`src/rtl/wb_pkg.sv`:
```
// Shared types and widths for the write-back arbiter and its per-channel FIFOs.
package wb_pkg;

   localparam int ADDR_W = 5;
   localparam int DATA_W = 32;

   typedef struct packed {
      logic [ADDR_W-1:0] index;
      logic [DATA_W-1:0] data;
   } wb_entry_t;

   typedef enum logic {
      TOKEN_A = 1'b0,
      TOKEN_B = 1'b1
   } token_e;

   function automatic logic sameIndex(input wb_entry_t x, input wb_entry_t y);
      return (x.index == y.index);
   endfunction

endpackage

```
`src/rtl/wb_fifo.sv`:
```
// Single-clock FIFO of write-back entries with occupancy, full and empty.
// DEPTH must be a power of two so the pointers wrap by natural overflow.
module wb_fifo
   import wb_pkg::*;
#(
   parameter int DEPTH = 4
)(
   input  logic                       clock,
   input  logic                       clear_n,
   input  logic                       push,
   input  wb_entry_t                  pushEntry,
   input  logic                       pop,
   output wb_entry_t                  headEntry,
   output logic [$clog2(DEPTH+1)-1:0] count,
   output logic                       full,
   output logic                       empty
);

   localparam int CW = $clog2(DEPTH+1);
   localparam int PW = $clog2(DEPTH);

   wb_entry_t         mem_r [DEPTH];
   logic [PW-1:0]     wrPtr_r;
   logic [PW-1:0]     rdPtr_r;
   logic [CW-1:0]     count_r;
   logic              doPush_s;
   logic              doPop_s;

   assign full      = (count_r == CW'(DEPTH));
   assign empty     = (count_r == CW'(0));
   assign count     = count_r;
   assign headEntry = mem_r[rdPtr_r];
   // a full FIFO refuses a push even when the head leaves on the same edge
   assign doPush_s  = push && !full;
   assign doPop_s   = pop && !empty;

   // Storage array; contents are don't-care until written.
   always_ff @(posedge clock) begin
      if (doPush_s) begin
         mem_r[wrPtr_r] <= pushEntry;
      end
   end

   // Pointers and occupancy.
   always_ff @(posedge clock or negedge clear_n) begin
      if (!clear_n) begin
         wrPtr_r <= PW'(0);
         rdPtr_r <= PW'(0);
         count_r <= CW'(0);
      end else begin
         if (doPush_s) begin
            wrPtr_r <= wrPtr_r + PW'(1);
         end
         if (doPop_s) begin
            rdPtr_r <= rdPtr_r + PW'(1);
         end
         case ({doPush_s, doPop_s})
            2'b10:   count_r <= count_r + CW'(1);
            2'b01:   count_r <= count_r - CW'(1);
            default: count_r <= count_r;
         endcase
      end
   end

endmodule

```
`src/rtl/writeback_arbiter.sv`:
```
// Write-back stage: buffers ALU (A) and load (B) results and drives both
// register-file write ports, never presenting the same index on both.
module writeback_arbiter
   import wb_pkg::*;
#(
   parameter int DEPTH = 4
)(
   input  logic                       clock,
   input  logic                       clear_n,
   input  logic                       a_valid,
   output logic                       a_ready,
   input  logic [ADDR_W-1:0]          a_index,
   input  logic [DATA_W-1:0]          a_data,
   input  logic                       b_valid,
   output logic                       b_ready,
   input  logic [ADDR_W-1:0]          b_index,
   input  logic [DATA_W-1:0]          b_data,
   output logic                       write1,
   output logic [ADDR_W-1:0]          writeIndex1,
   output logic [DATA_W-1:0]          writeData1,
   output logic                       write2,
   output logic [ADDR_W-1:0]          writeIndex2,
   output logic [DATA_W-1:0]          writeData2,
   output logic [$clog2(DEPTH+1)-1:0] a_count,
   output logic [$clog2(DEPTH+1)-1:0] b_count,
   output logic                       busy
);

   wb_entry_t         entryA_s;
   wb_entry_t         entryB_s;
   wb_entry_t         headA_s;
   wb_entry_t         headB_s;
   logic              pushA_s;
   logic              pushB_s;
   logic              popA_s;
   logic              popB_s;
   logic              conflict_s;
   logic              fullA_s;
   logic              fullB_s;
   logic              emptyA_s;
   logic              emptyB_s;
   token_e            token_r;
   logic              write1_r;
   logic              write2_r;
   logic [ADDR_W-1:0] index1_r;
   logic [ADDR_W-1:0] index2_r;
   logic [DATA_W-1:0] data1_r;
   logic [DATA_W-1:0] data2_r;

   assign entryA_s = {a_index, a_data};
   assign entryB_s = {b_index, b_data};
   // ready is held low for the whole time the reset is asserted
   assign a_ready  = clear_n && !fullA_s;
   assign b_ready  = clear_n && !fullB_s;
   assign pushA_s  = a_valid && a_ready;
   assign pushB_s  = b_valid && b_ready;

   wb_fifo #(.DEPTH(DEPTH)) fifoA (
      .clock     (clock),
      .clear_n   (clear_n),
      .push      (pushA_s),
      .pushEntry (entryA_s),
      .pop       (popA_s),
      .headEntry (headA_s),
      .count     (a_count),
      .full      (fullA_s),
      .empty     (emptyA_s)
   );

   wb_fifo #(.DEPTH(DEPTH)) fifoB (
      .clock     (clock),
      .clear_n   (clear_n),
      .push      (pushB_s),
      .pushEntry (entryB_s),
      .pop       (popB_s),
      .headEntry (headB_s),
      .count     (b_count),
      .full      (fullB_s),
      .empty     (emptyB_s)
   );

   // Issue decision from the heads as they stand before this edge's pushes.
   always_comb begin
      popA_s     = 1'b0;
      popB_s     = 1'b0;
      conflict_s = 1'b0;
      case ({!emptyA_s, !emptyB_s})
         2'b10: popA_s = 1'b1;
         2'b01: popB_s = 1'b1;
         2'b11: begin
            if (sameIndex(headA_s, headB_s)) begin
               conflict_s = 1'b1;
               if (token_r == TOKEN_A) begin
                  popA_s = 1'b1;
               end else begin
                  popB_s = 1'b1;
               end
            end else begin
               popA_s = 1'b1;
               popB_s = 1'b1;
            end
         end
         default: begin
            popA_s = 1'b0;
            popB_s = 1'b0;
         end
      endcase
   end

   // Registered write ports and the fairness token; a conflict winner always uses port 1.
   always_ff @(posedge clock or negedge clear_n) begin
      if (!clear_n) begin
         write1_r <= 1'b0;
         index1_r <= ADDR_W'(0);
         data1_r  <= DATA_W'(0);
         write2_r <= 1'b0;
         index2_r <= ADDR_W'(0);
         data2_r  <= DATA_W'(0);
         token_r  <= TOKEN_A;
      end else begin
         if (popA_s) begin
            write1_r <= 1'b1;
            index1_r <= headA_s.index;
            data1_r  <= headA_s.data;
         end else if (popB_s && conflict_s) begin
            write1_r <= 1'b1;
            index1_r <= headB_s.index;
            data1_r  <= headB_s.data;
         end else begin
            write1_r <= 1'b0;
            index1_r <= ADDR_W'(0);
            data1_r  <= DATA_W'(0);
         end
         if (popB_s && !conflict_s) begin
            write2_r <= 1'b1;
            index2_r <= headB_s.index;
            data2_r  <= headB_s.data;
         end else begin
            write2_r <= 1'b0;
            index2_r <= ADDR_W'(0);
            data2_r  <= DATA_W'(0);
         end
         if (conflict_s) begin
            token_r <= (token_r == TOKEN_A) ? TOKEN_B : TOKEN_A;
         end else begin
            token_r <= token_r;
         end
      end
   end

   assign write1      = write1_r;
   assign writeIndex1 = index1_r;
   assign writeData1  = data1_r;
   assign write2      = write2_r;
   assign writeIndex2 = index2_r;
   assign writeData2  = data2_r;
   assign busy        = !emptyA_s || !emptyB_s || write1_r || write2_r;

endmodule

```
`config.mk`:
```
export PLATFORM = sky130hd
export DESIGN_NAME = writeback_arbiter
export DESIGN_NICKNAME = d
export VERILOG_FILES = /design/src/rtl/wb_pkg.sv /design/src/rtl/wb_fifo.sv /design/src/rtl/writeback_arbiter.sv
export SDC_FILE = /design/constraint.sdc
export NUM_CORES = 1
export LEC_CHECK = 0
export BUFFER_PORTS_ARGS = -buffer_cell sky130_fd_sc_hd__buf_2
export CAP_MARGIN = 20
export CORE_UTILIZATION = 55
export DETAILED_ROUTE_END_ITERATION = 7
export GPL_TIMING_DRIVEN = 1
export PLACE_DENSITY = 0.79
export SYNTH_ARGS = -nofsm -noshare
export SYNTH_HDL_FRONTEND = slang
export SYNTH_SLANG_ARGS = --single-unit
export TNS_END_PERCENT = 1
```
`constraint.sdc`:
```
create_clock -name clock -period 3.5 [get_ports clock]
set_clock_uncertainty 0.05 [all_clocks]
set_input_delay 0.175 -clock clock [delete_from_list [all_inputs] [get_ports clock]]
set_output_delay 0.175 -clock clock [all_outputs]
set_load 0.005 [all_outputs]
```
# Word-level counts from Yosys, hierarchy flattened
# Memory sizes are Yosys's and may differ from the RTL's.
# Index checks and enable logic that the tools add are counted.
# totals
regBits,91
latchBits,0
ramBits,296
rom_bits,0
inputBits,78
output_inout_bits,85
elab_cells,78
n_memories,2
# classes
n_addsub,8
mul,0
div,0
n_lt_le_gt_ge,0
eq_ne,10
n_shift,0
n_mux,23
n_bitwise,0
reduce_logical,22
# mem_list
name,words,word_bits,rd,rd_ports_with_merged_regs,wr,line,source
fifoA.mem_r,4,37,1,0,1,wb_fifo.sv:22,wb_entry_t mem_r [DEPTH];
fifoB.mem_r,4,37,1,0,1,wb_fifo.sv:22,
# op_table
operator,n
two-way mux 32 bit,3
two-way mux 5 bit,3
two-way mux 1 bit,13
one-hot mux 3 bit (2 select lines),2
logical AND 1 bit,10
"adder 2 x 1 -> 2 bit, second input constant",4
"equality test 2 bit, second input constant",4
"adder 3 x 1 -> 3 bit, second input constant",2
"equality test 2 x 1 -> 1 bit, second input constant",3
"equality test 3 bit, second input constant",2
logical NOT 3 bit,2
"subtractor 3 x 1 -> 3 bit, second input constant",2
equality test 5 bit,1
logical NOT 1 bit,5
one-hot mux 1 bit (2 select lines),2
nonzero test 2 bit,2
logical OR 1 bit,3

# Longest topological paths before layout
# depth
depth_word,7
ltp_mapped,11
depth_no_buf,10

# Hierarchy
# Synthesis repeated with hierarchy kept, for this count alone.
# unflattened
cells_unflattened,712
area_unflattened_um2,14502.7
# by_module_without_submodules
mod,instances,cells_per_inst,area_each_um2,seq_area_each_um2
wb_fifo,2,230,5755.5,4619.4
writeback_arbiter,1,252,2991.6,1926.8

# Worst setup path before layout
# No wires, ideal clock.
# synth_path
path_kind,reg2reg
start,register fifoB.rdPtr_r[0]
end,register fifoB.count_r[2] (netlist: fifoB.count[2])
setup_time_ns,0.079
t_arrival_ns,2.658
required_ns,3.371
slack_ns,0.713
stages_incl_launch_ff,12
path_buffers,1
period_less_slack_ns,2.787
cell_sequence,dfrtp_1 buf_6 mux4_2 xor2_1 nor2_1 a31oi_1 ha_1 inv_1 fa_1 xor2_1 nor2_1 xor2_1
# synth_via
elab_chain_len,7
word_cells_on_any_way,9
classes_between,3 x eq/ne; 3 x mux; 2 x reduce/logical; 1 x memory
# synth_rtl
element,line,source
from (decl),wb_fifo.sv:24,logic [PW-1:0] rdPtr_r;
from (signal assigned),wb_fifo.sv:55,rdPtr_r <= rdPtr_r + PW'(1);
memory (4 x 37 bit) (*),n/a,
equality test 5 bit (*),wb_pkg.sv:18,return (x.index == y.index);
two-way mux 1 bit (*),writeback_arbiter.sv:91,"if (sameIndex(headA_s, headB_s)) begin"
one-hot mux 1 bit (2 select lines) (*),writeback_arbiter.sv:87,"case ({!emptyA_s, !emptyB_s})"
logical AND 1 bit (*),wb_fifo.sv:35,assign doPop_s = pop && !empty;
net fifoB.doPop_s,wb_fifo.sv:27,logic doPop_s;
equality test 2 x 1 -> 1 bit / equality test 2 bit (equally long branches),wb_fifo.sv:57,"case ({doPush_s, doPop_s})"
one-hot mux 3 bit (2 select lines) / nonzero test 2 bit (equally long branches),n/a,
to (signal assigned),wb_fifo.sv:58,2'b10: count_r <= count_r + CW'(1);
to (signal assigned),wb_fifo.sv:59,2'b01: count_r <= count_r - CW'(1);
to (signal assigned),wb_fifo.sv:60,default: count_r <= count_r;
to (decl),wb_fifo.sv:25,logic [CW-1:0] count_r;
# The timed path passes the listed nets; every way through them passes the cells marked *.
# A chain may end at the register's enable or synchronous reset.

# Worst setup path in the final report
# Ends and elaborated chain as after synthesis.

==> impl_table.tex <==
\begin{tabular}{lr}
\hline
Metric & Value \\
\hline
\multicolumn{2}{l}{\textbf{Synth}} \\
Number of distinct standard cells referenced by the synthesized netlist & 30 \\
Nets in the synthesized netlist & 802 \\
Cell taking the most area after synthesis & edfxtp\_1 \\
Synth top area share & 61.6\% \\
Top cell types by occurrence after synthesis & edfxtp\_1 (296), dfrtp\_1 (91), mux4\_2 (74) \\
Synthesis warning total & 0 \\
Async SR Flop Fraction & 23.5\% \\
Post-Syn Instances & 712 \\
Portion of the post-synthesis area used by sequential elements & 77.4\% \\
Syn Std Cell Area & 14,400 um2 \\
Top post-synthesis cells by area & edfxtp\_1 (62\%), dfrtp\_1 (16\%), mux4\_2 (12\%) \\
Flops \& latches, synth & 387 \\
Number of enable-type register cells in the synthesized netlist & 296 \\
Most frequent cell after synthesis & edfxtp\_1 \\
Ys flop type & edfxtp\_1 \\
Post-synthesis area per instance & 20.3 um2 \\
\multicolumn{2}{l}{\textbf{GRT}} \\
Via count of the first global-routing pass & 7,719 \\
Antenna violations before repair & 0 \\
Met1 track utilization from global routing & 31.3\% \\
Met2 global-route usage & 39.0\% \\
Global router's overall resource usage & 23.3\% \\
Highest-utilization routing layer at the global route stage & met2 \\
Maximum number of pins on one net before global-route repair & 71 \\
GRT overflow & 0 \\
Met3 layer usage reported by global route & 4.95\% \\
Global-route wire length before repair & 45,500 um \\
\multicolumn{2}{l}{\textbf{Worst setup path}} \\
Type of element capturing the critical path & flip-flop \\
Critical path fanouts, max & 11 \\
Category of the critical setup timing path & flip-flop to flip-flop \\
Critical path startpoint category & flip-flop \\
Data required time at the worst endpoint & 3890 ps \\
Critical path data arrival time & 3540 ps \\
\multicolumn{2}{l}{\textbf{Clocking}} \\
CTS H-tree depth & 2 \\
Buffers from clock root to sink, at most & 3 \\
Buffer type at the clock tree root & clkbuf\_16 \\
CTS tree & done \\
Clock-pin slew of the registers on the worst-case setup and hold paths & 60 ps \\
Skew-Pair Late Insertion Delay & 520 ps \\
TritonCTS Buffers & 39 \\
Clock sinks & 387 \\
\multicolumn{2}{l}{\textbf{Drt}} \\
Total number of vias & 7,426 \\
Avg WL per Cell & 22.3 um \\
Number of nets still failing antenna checks after routing & 0 \\
Detailed-routing iteration count for the pre-antenna-repair pass & 5 \\
Average via count per standard cell & 5.54 \\
Number of DRC markers after the initial detailed-route iteration & 601 \\
Routed Wire Length & 29,900 um \\
DRC Markers & 0 \\
\multicolumn{2}{l}{\textbf{Timing}} \\
Number of setup violations in the final report & 0 \\
Part of the cycle the worst path needs & 89.9\% \\
Maximum operating frequency & 318 MHz \\
Time the worst path needs with I/O delays and setup & 3150 ps \\
Setup repair after global routing missed its margin & no \\
Transition time at the pin with the least slew margin & 790 ps \\
Number of max-slew violations in the final report & 0 \\
Worst hold margin & 69.0 ps \\
Summed negative setup slack over all endpoints & 0 ps \\
Total count of hold-check failures in the final report & 0 \\
Max transition margin & 47.3\% \\
\multicolumn{2}{l}{\textbf{Flow run}} \\
Number of violations of the max-capacitance limit & 0 \\
\multicolumn{2}{l}{\textbf{Floorplan}} \\
Die width & 164 um \\
Core region area & 25,500 um2 \\
Effective utilization at floorplan & 56.6\% \\
Die extent in y & 164 um \\
Floorplan die area & 26,900 um2 \\
Row count & 58 \\
\# IOs & 163 \\
\multicolumn{2}{l}{\textbf{Status}} \\
Run status & completed \\
\multicolumn{2}{l}{\textbf{Hold path}} \\
Path category of the worst min-delay check & input port to flip-flop \\
\multicolumn{2}{l}{\textbf{Cells and area}} \\
Diodes inserted & 0 \\
Area growth syn-to-layout & 22.9\% \\
Post-route cell area & 17,700 um2 \\
Final Instance Count excl. Fillers & 1,341 \\
Final net count & 1,071 \\
Fraction of layout cells with a size suffix above 1 & 32.3\% \\
Core utilization of the finished layout & 69.6\% \\
\multicolumn{2}{l}{\textbf{Placed design}} \\
HPWL after detailed placement & 18,100 um \\
Buffers on Ports & 162 \\
Instance area after placement & 15,700 um2 \\
Post-Place Cells & 1,195 \\
Weighted congestion at the end of routability-driven global placement & 0.859 \\
\multicolumn{2}{l}{\textbf{Power and ir drop}} \\
Pwr dens & 831 nW/um2 \\
IR Drop Worst-Case VDD & 696 uV \\
Leak pwr & 6.94 nW \\
\hline
\end{tabular}
-- logic make-up (layout without fill, tap and decap cells) --
kind of cell | count (synthesis) | count (layout) | share of synthesized area (%)
adders and majority gates | 12 | 12 | 1.14
DFF | 387 | 387 | 77.4
muxes | 107 | 107 | 13.8
and+or+nand+nor | 133 | 133 | 4.59
xor gates and xnor gates | 18 | 18 | 1.09
buffers and inverters | 45 | 344 | 1.52
AOI/OAI and AO/OA | 10 | 10 | 0.408
-- path summary, 6_finish.rpt --
path | startpoint | to | slack, ps | depth (start not counted)
setup / recovery | fifoB.rdPtr_r[0] | fifoB.count[2] | 350 | 10
hold / removal | b_valid | fifoB.wrPtr_r[0] | 70 | 3
setup reg to reg | fifoB.rdPtr_r[0] | fifoB.count[2] | 350 | 10
hold reg to reg | token_r | token_r | 470 | 1
max in group asynchronous | clear_n | fifoB.rdPtr_r[0] | 2040 | 4
min in group asynchronous | clear_n | writeData2[29] | 190 | 3
-- per-layer routing --
layer  vias to the layer above  share of wire, %
met1                      3832                40
met4                         0               2.0
li1                       3268                 -
met2                       280                51
met5                         -                 0
met3                        46               6.8
-- sequential cells by signal (all words and copies together), names as in the netlist --
signal and cells:
fifoB.rdPtr_r 2, fifoA.mem_r 148, fifoA.wrPtr_r 2, writeIndex1 5, fifoB.wrPtr_r 2, writeData2 32, token_r 1, fifoA.count 3
fifoB.mem_r 148, writeIndex2 5, fifoA.rdPtr_r 2, writeData1 32, write1 1, write2 1, fifoB.count 3
-- layout make-up --
type | count | area [um2]
clock buffer | 54 | 1130
clock inverter | 17 | 159
fill | 1591 | 7740
inverter | 15 | 56.3
multi-input combinational | 280 | 3050
sequential | 387 | 11200
tap | 330 | 413
timing repair buffer | 258 | 1750
-- metrics by stage --
stage | worst slack [ps] | power (W)
floorplan | 713 | 0.00902
global placement | 494 | 0.0105
detailed placement | 410 | 0.0106
CTS | 347 | 0.0148
global route | 140 | 0.0154
finish | 355 | 0.0147
-- power by group --
group	leakage, nW	switching (W)	internal [W]
combinational	2.53	0.00232	0.00198
sequential	3.77	0.000387	0.00590
clock	0.635	0.00167	0.00249
-- worst max-delay path, stage by stage, from the launching register on --
cell     delay [ps]
dfrtp_2         560
mux4_2          590
xor2_1          280
nor2_1          160
a31oi_1         330
ha_1            240
inv_1            70
fa_1            380
xor2_1          150
nor2_1          110
xor2_1          140
-- cell usage in the layout (no fill, tap or decap), drive strengths merged, types with 6 or more instances in the layout --
cell / count
inv: 15
and2: 44
edfxtp: 296
clkinv: 12
dfrtp: 91
mux4: 74
mux2i: 33
nand2: 70
xnor2: 6
ha: 10
dlygate4sd3: 75
clkbuf: 54
buf: 183
xor2: 12
and3: 8
-- what timing repair did --
action | 4_1_cts | 5_1_grt
hold endpoints to repair | 332 | 0
buffers inserted | 0 | 0
hold buffers | 75 | 0
resized for setup | 0 | 0
No activity file was read; power rests on OpenSTA's default activity.
